### config.mk
export PLATFORM = sky130hd
export DESIGN_NAME = kf_state_estimator
export DESIGN_NICKNAME = d
export VERILOG_FILES = /design/src/rtl/kf_pkg.sv /design/src/rtl/kf_mac.sv /design/src/rtl/kf_state_estimator.sv
export SDC_FILE = /design/constraint.sdc
export NUM_CORES = 2
export LEC_CHECK = 0
export CAP_MARGIN = 20
export CORE_AREA = 8 8 656 658
export CTS_BUF_LIST = sky130_fd_sc_hd__clkbuf_8
export DETAILED_ROUTE_END_ITERATION = 7
export DIE_AREA = 0 0 664 666
export PLACE_DENSITY = 0.45
export RECOVER_POWER = 50
export SETUP_SLACK_MARGIN = 0.02
export SYNTH_ARGS = -nofsm -noshare
export SYNTH_HDL_FRONTEND = slang
export SYNTH_SLANG_ARGS = --single-unit
### constraint.sdc
create_clock -name clk -period 14.6 [get_ports clk]
set_clock_uncertainty 0.15 [all_clocks]
set_input_delay 1.46 -clock clk [delete_from_list [all_inputs] [get_ports clk]]
set_output_delay 1.46 -clock clk [all_outputs]
set_load 0.05 [all_outputs]
### src/rtl/kf_pkg.sv
// Shared types and arithmetic helpers for the Kalman state-vector datapath.
// Define KF_SATURATE_EN to make write-back clamp instead of wrap.
package kf_pkg;

  typedef enum logic [2:0] {
    IDLE    = 3'd0,
    P_MAC   = 3'd1,
    P_DONE  = 3'd2,
    U_INNOV = 3'd3,
    U_GAIN  = 3'd4,
    U_DONE  = 3'd5
  } kf_est_state_t;

  // Full product width plus growth for nos+1 terms plus one guard bit.
  function automatic int unsigned kf_acc_w(input int unsigned width, input int unsigned n);
    return 2 * width + $clog2(n + 1) + 1;
  endfunction

`ifdef KF_SATURATE_EN
  // Fixed container width; accumulator widths up to this size are supported.
  localparam int unsigned SatW = 128;

  function automatic logic signed [SatW-1:0] sat_narrow(input logic signed [SatW-1:0] v,
                                                        input int unsigned w);
    logic signed [SatW-1:0] hi;
    logic signed [SatW-1:0] lo;
    hi = $signed((128'd1 << (w - 1)) - 128'd1);
    lo = -hi - 128'sd1;
    if (v > hi) begin
      return hi;
    end else if (v < lo) begin
      return lo;
    end
    return v;
  endfunction
`endif

endpackage

### src/rtl/kf_mac.sv
// Shared signed fixed-point multiply-accumulate unit; res is the scaled, narrowed
// value the accumulator will hold after this edge, so rows can retire on their last product.
module kf_mac
  import kf_pkg::*;
#(
  parameter int unsigned WIDTH = 32,
  parameter int unsigned FRAC  = 16,
  parameter int unsigned ACC_W = 68
) (
  input  logic                    clk,
  input  logic                    clk_en,
  input  logic                    clear,
  input  logic                    preload,
  input  logic                    sub,
  input  logic signed [WIDTH-1:0] pre,
  input  logic signed [WIDTH-1:0] a,
  input  logic signed [WIDTH-1:0] b,
  output logic signed [ACC_W-1:0] acc,
  output logic signed [WIDTH-1:0] res
);

  logic signed [2*WIDTH-1:0] prod;
  logic signed [ACC_W-1:0]   prod_ext;
  logic signed [ACC_W-1:0]   base;
  logic signed [ACC_W-1:0]   acc_d;
  logic signed [ACC_W-1:0]   shifted;

  assign prod     = a * b;
  assign prod_ext = {{(ACC_W - 2 * WIDTH){prod[2*WIDTH-1]}}, prod};

  always_comb begin
    if (clear) begin
      base = '0;
    end else if (preload) begin
      base = {{(ACC_W - WIDTH){pre[WIDTH-1]}}, pre} <<< FRAC;
    end else begin
      base = acc;
    end
    acc_d = sub ? (base - prod_ext) : (base + prod_ext);
  end

  // Arithmetic shift: truncation toward minus infinity.
  assign shifted = acc_d >>> FRAC;

`ifdef KF_SATURATE_EN
  logic signed [SatW-1:0] sat;
  logic                   unused_sat;
  assign sat        = sat_narrow({{(SatW - ACC_W){shifted[ACC_W-1]}}, shifted}, WIDTH);
  assign res        = sat[WIDTH-1:0];
  assign unused_sat = ^sat[SatW-1:WIDTH];
`else
  logic unused_shift;
  assign res          = shifted[WIDTH-1:0];
  assign unused_shift = ^shifted[ACC_W-1:WIDTH];
`endif

  always_ff @(posedge clk) begin
    if (clk_en) begin
      acc <= acc_d;
    end
  end

endmodule

### src/rtl/kf_state_estimator.sv
// Kalman state-vector datapath: time update and measurement update on one shared MAC.
// Write-back saturates when KF_SATURATE_EN is defined, otherwise wraps.
module kf_state_estimator
  import kf_pkg::*;
#(
  parameter int unsigned WIDTH     = 32,
  parameter int unsigned nos       = 4,
  parameter int unsigned noo       = 2,
  parameter int unsigned intDigits = 16
) (
  input  logic             clk,
  input  logic             reset,
  input  logic             clk_en,
  input  logic             Start_Prediction,
  input  logic             Start_Update,
  input  logic [WIDTH-1:0] A      [nos][nos],
  input  logic [WIDTH-1:0] B      [nos],
  input  logic [WIDTH-1:0] C      [noo][nos],
  input  logic [WIDTH-1:0] K      [nos][noo],
  input  logic [WIDTH-1:0] u,
  input  logic [WIDTH-1:0] y      [noo],
  input  logic [WIDTH-1:0] x0     [nos],
  output logic [WIDTH-1:0] x_pred [nos],
  output logic [WIDTH-1:0] x_hat  [nos],
  output logic [WIDTH-1:0] innov  [noo],
  output logic             end_Prediction,
  output logic             end_Update
);

  localparam int unsigned FRAC  = WIDTH - intDigits;
  localparam int unsigned ACC_W = kf_acc_w(WIDTH, nos);
  localparam int unsigned MAXN  = (nos > noo) ? nos : noo;
  localparam int unsigned CW    = $clog2(MAXN + 1);

  kf_est_state_t state_q;
  logic [CW-1:0] row_q;
  logic [CW-1:0] col_q;

  logic                    mac_clear;
  logic                    mac_preload;
  logic                    mac_sub;
  logic signed [WIDTH-1:0] mac_pre;
  logic signed [WIDTH-1:0] mac_a;
  logic signed [WIDTH-1:0] mac_b;
  logic signed [WIDTH-1:0] mac_res;
  logic signed [ACC_W-1:0] unused_acc;
  logic                    col_end;
  logic                    row_end;

  kf_mac #(
    .WIDTH(WIDTH),
    .FRAC (FRAC),
    .ACC_W(ACC_W)
  ) u_mac (
    .clk    (clk),
    .clk_en (clk_en),
    .clear  (mac_clear),
    .preload(mac_preload),
    .sub    (mac_sub),
    .pre    (mac_pre),
    .a      (mac_a),
    .b      (mac_b),
    .acc    (unused_acc),
    .res    (mac_res)
  );

  // Operand selection; col_q walks the terms of the row selected by row_q.
  always_comb begin
    mac_clear   = 1'b1;
    mac_preload = 1'b0;
    mac_sub     = 1'b0;
    mac_pre     = '0;
    mac_a       = '0;
    mac_b       = '0;
    col_end     = 1'b0;
    row_end     = 1'b0;
    case (state_q)
      P_MAC: begin
        mac_clear = (col_q == '0);
        col_end   = (col_q == CW'(nos));
        row_end   = (row_q == CW'(nos - 1));
        for (int i = 0; i < nos; i++) begin
          if (row_q == CW'(i)) begin
            if (col_end) begin
              mac_a = B[i];
              mac_b = u;
            end
            for (int j = 0; j < nos; j++) begin
              if (col_q == CW'(j)) begin
                mac_a = A[i][j];
                mac_b = x_hat[j];
              end
            end
          end
        end
      end
      U_INNOV: begin
        mac_clear   = 1'b0;
        mac_preload = (col_q == '0);
        mac_sub     = 1'b1;
        col_end     = (col_q == CW'(nos - 1));
        row_end     = (row_q == CW'(noo - 1));
        for (int r = 0; r < noo; r++) begin
          if (row_q == CW'(r)) begin
            mac_pre = y[r];
            for (int j = 0; j < nos; j++) begin
              if (col_q == CW'(j)) begin
                mac_a = C[r][j];
                mac_b = x_pred[j];
              end
            end
          end
        end
      end
      U_GAIN: begin
        mac_clear   = 1'b0;
        mac_preload = (col_q == '0);
        col_end     = (col_q == CW'(noo - 1));
        row_end     = (row_q == CW'(nos - 1));
        for (int i = 0; i < nos; i++) begin
          if (row_q == CW'(i)) begin
            mac_pre = x_pred[i];
            for (int r = 0; r < noo; r++) begin
              if (col_q == CW'(r)) begin
                mac_a = K[i][r];
                mac_b = innov[r];
              end
            end
          end
        end
      end
      default: ;
    endcase
  end

  always_ff @(posedge clk) begin
    if (clk_en) begin
      if (reset) begin
        state_q <= IDLE;
        row_q   <= '0;
        col_q   <= '0;
        x_pred  <= x0;
        x_hat   <= x0;
        for (int r = 0; r < noo; r++) begin
          innov[r] <= '0;
        end
      end else begin
        case (state_q)
          IDLE, U_DONE: begin
            if (Start_Prediction) begin
              state_q <= P_MAC;
              row_q   <= '0;
              col_q   <= '0;
            end
          end
          P_DONE: begin
            if (Start_Update) begin
              state_q <= U_INNOV;
              row_q   <= '0;
              col_q   <= '0;
            end else if (Start_Prediction) begin
              state_q <= P_MAC;
              row_q   <= '0;
              col_q   <= '0;
            end
          end
          P_MAC, U_INNOV, U_GAIN: begin
            if (col_end) begin
              col_q <= '0;
              row_q <= row_end ? '0 : row_q + 1'b1;
              for (int i = 0; i < nos; i++) begin
                if (row_q == CW'(i)) begin
                  if (state_q == P_MAC) x_pred[i] <= mac_res;
                  if (state_q == U_GAIN) x_hat[i] <= mac_res;
                end
              end
              for (int r = 0; r < noo; r++) begin
                if (state_q == U_INNOV && row_q == CW'(r)) innov[r] <= mac_res;
              end
              if (row_end) begin
                state_q <= (state_q == P_MAC)   ? P_DONE :
                           (state_q == U_INNOV) ? U_GAIN : U_DONE;
              end
            end else begin
              col_q <= col_q + 1'b1;
            end
          end
          default: state_q <= IDLE;
        endcase
      end
    end
  end

  assign end_Prediction = (state_q == P_DONE);
  assign end_Update     = (state_q == U_DONE);

endmodule
==> impl_metrics.py <==
metrics = {
    "yosys": {
        "synth_area_um2": 63920,
        "synth_area_per_cell_um2": 8.380,
        "yosysWarnings": 0,
        "synth_edf_count": 377,
        "ys_seq_area_share_pct": 17.71,
        "syn_inst": 7627,
        "syn_nets": 10070,
        "synthDistinctLibCells": 107,
        "synthFlopType": "edfxtp_1",
        "synth-seq-cells": 377,
        "ys_async_sr_fraction_pct": 0,
    },
    "global_route": {
        "grt_pass1_wl_um": 867100,
        "grt_overflow": 0,
        "grt_pass1_vias": 75580,
        "antenna_found_initial": 396,
        "track_usage_pct": 30.07,
        "grt_max_degree": 86,
    },
    "drt": {
        "wire_per_inst_um": 43.72,
        "wl_met3_um": 82290,
        "vias_per_cell": 4.855,
        "drc": 0,
        "vias": 77210,
        "first_iter_violations": 9655,
        "wl_met1_um": 256600,
        "dr.pass1.iters": 6,
        "routed_wl_um": 695400,
        "detail-route-antenna-nets": 0,
        "top_layer": "met5",
        "dr_wl_met2_um": 314200,
    },
    "worst_setup_path": {
        "path_class": "reg2reg",
        "startpoint_type": "flip-flop",
        "crit_fanout": 16,
        "crit_end": "x_hat[19]$_DFFE_PP_",
        "cp_data_required_time_ns": 14.98,
        "cp_slowest_cell": "a21oi_1",
        "r2r-end": "x_hat[19]$_DFFE_PP_",
        "crit_path_frequent_cell": "buf_4",
        "timing.rr.start": "col_q[0]$_SDFFCE_PP0P_",
        "crit_path_end_kind": "flip-flop",
        "arrival_ns": 14.73,
        "crit_path_max_incr_delay_ns": 0.82,
        "rr_worst_depth": 48,
        "critPathLaunch": "col_q[0]$_SDFFCE_PP0P_",
        "r2r_slack_ns": 0.25,
    },
    "place": {
        "place.gp.congestion": 1.035,
        "placed_cells": 15470,
        "postPlaceCellArea_um2": 96210,
        "pre_cts_slack_ns": -1.609,
        "hpwl_um": 610900,
        "io_buffers": 1702,
    },
    "final_layout": {
        "layout-drive-gt1-share_pct": 17.65,
        "syn_to_final_growth_pct": 56.65,
        "finalNonFillerCells": 15910,
        "fin_nets": 12520,
        "fin_area_um2": 100100,
    },
    "power": {
        "p_leak_uw": 0.04087,
        "total_power_uw": 12200,
        "power_density_nw_per_um2": 121.8,
        "vdd_drop_max_v": 0.0001407,
    },
    "min_path": {
        "worstHoldPathCells": 1,
        "worstHoldPathType": "reg2reg",
    },
    "timing": {
        "finalCritPeriodShare_pct": 98.30,
        "setup_viol": 0,
        "rsz0062_at_grt": "yes",
        "tns_ns": 0,
        "clock.fmax_ghz": 0.06968,
        "worst_slack_ns": 0.2486,
        "worst_slew_pin_slew_ns": 3.914,
        "slew_violations": 265,
        "min_period_ns": 14.35,
        "hold_violations": 0,
        "slew_headroom_pct": -160.9,
    },
    "clock_tree": {
        "tritoncts": "yes",
        "clkTransAtPathRegs_ns": 0.06,
        "ctsHtreeMaxLevel": 3,
        "cts_sinks": 377,
        "root_buffer": "clkbuf_8",
        "clkLatencyLatePin_ns": 0.87,
        "ctsHoldBuffers": 0,
        "cts_made_buffers": 76,
        "cts_buffer_depth": 3,
    },
    "floorplan": {
        "die_w_um": 664,
        "row_count": 238,
        "initial_core_util_pct": 15.24,
        "core_um2": 419300,
        "io_pins": 1703,
        "dieArea_um2": 442200,
        "chipHeight_um": 666,
    },
    "status": {
        "status": "complete, but fails checks",
        "violations": "max-capacitance violations, max-slew violations",
    },
    "flow_run": {
        "cap_violations": 10,
    },
}
sequential cells by signal, indices dropped and copies added, names as in the netlist:
| signal | count |
|---|---|
| state_q | 3 |
| innov | 64 |
| row_q | 3 |
| col_q | 3 |
| x_pred | 128 |
| x_hat | 128 |
| u_mac.acc | 48 |
layer usage:
metal	GRT usage [%]	up-vias
li1	-	31150
met1	34.38	39470
met2	48.05	5148
met3	12.75	1257
met4	15.18	188
met5	0	-
placed cells by master, fill, tap and decap left out, types with 77 or more instances in the layout:
master / instances
o21ai_0: 372
a21oi_1: 433
xnor2_1: 98
a221oi_1: 83
dlygate4sd3_1: 317
clkdlybuf4s50_1: 1378
o211ai_1: 92
ha_1: 210
fa_1: 823
diode_2: 250
nor2_1: 869
buf_12: 99
buf_4: 1104
edfxtp_1: 377
a22oi_1: 79
o22ai_1: 83
nand2b_1: 130
clkbuf_8: 77
inv_1: 984
a21o_1: 169
nand2_1: 744
worst min-delay path by stage:
stage | from | endpoint | slack, ns
after floorplan | row_q[1]$_SDFFCE_PP0P_ | row_q[1]$_SDFFCE_PP0P_ | 0.44
after global placement | row_q[1]$_SDFFCE_PP0P_ | row_q[1]$_SDFFCE_PP0P_ | 0.48
after detailed placement | row_q[1]$_SDFFCE_PP0P_ | row_q[1]$_SDFFCE_PP0P_ | 0.48
after CTS | row_q[1]$_SDFFCE_PP0P_ | row_q[1]$_SDFFCE_PP0P_ | 0.50
after global routing | row_q[1]$_SDFFCE_PP0P_ | row_q[1]$_SDFFCE_PP0P_ | 0.54
final | row_q[1]$_SDFFCE_PP0P_ | row_q[1]$_SDFFCE_PP0P_ | 0.52
report_power, final:
part,switching (uW),internal (uW)
Combinational,5340,3360
Sequential,514,1790
Clock,596,595
Total,6450,5750
logic make-up after synthesis:
| family | count (synthesis) | synth area share [%] |
|---|---|---|
| adders and majority gates | 1065 | 30.71 |
| muxes | 87 | 1.386 |
| xor gates and xnor gates | 158 | 2.265 |
| and+or+nand+nor | 2337 | 16.46 |
| AOI/OAI and AO/OA | 2038 | 21.48 |
| DFF | 377 | 17.71 |
| buffers and inverters | 1565 | 9.990 |
per-stage QoR:
step / utilization, % / hold WS, ns
3_3_place_gp: 22.94 / 0.4827
3_5_place_dp: 22.95 / 0.4782
6_report: 23.88 / 0.5150
4_1_cts: 23.42 / 0.4986
2_1_floorplan: - / 0.4417
5_1_grt: 23.79 / 0.5370
critical path: cells and delay by family (launching register included):
family / cells / cell delay [ns]
xor gates and xnor gates: 3 / 0.38
and+or+nand+nor: 13 / 2.88
buffers and inverters: 13 / 2.12
AOI/OAI and AO/OA: 8 / 3.27
DFF: 1 / 0.42
adders and majority gates: 11 / 4.75
cells in the mapped netlist (49+ instances only):
cell type,instances,share of area [%]
a211oi_1,79,0.93
a21o_1,169,2.0
a21oi_1,492,3.9
a221oi_1,97,1.3
a22oi_1,79,0.93
a31oi_1,59,0.58
and2_1,55,0.54
buf_2,192,1.5
clkbuf_1,291,1.7
edfxtp_1,377,18
fa_1,840,26
ha_1,225,4.4
inv_1,975,5.7
mux2i_1,75,1.2
nand2_1,750,4.4
nand2b_1,136,1.3
nand3_1,71,0.56
nor2_1,907,5.3
nor2b_1,68,0.67
nor3_1,78,0.61
o211ai_1,92,1.1
o21ai_0,397,3.1
o221ai_1,64,0.88
o22ai_1,87,0.85
or2_2,72,0.70
xnor2_1,104,1.4
xor2_1,49,0.67
repair_timing:
action,CTS,global route
endpoints found under the setup margin,243,252
cloned,0,2
gates resized for setup,64,241
pin swaps,12,102
setup buffers,12,31
cell type report:
| cell class | count | area (um2) |
|---|---|---|
| multi-input cells | 5685 | 48200 |
| repair buffers | 2956 | 27810 |
| flip-flops and latches | 377 | 11320 |
| clock inverters | 60 | 504.2 |
| diodes | 250 | 625.6 |
| inverters | 981 | 3706 |
| well taps | 5520 | 6907 |
| fillers | 46480 | 319200 |
| clock buffers | 76 | 1046 |
No activity file was read; power rests on OpenSTA's default activity.
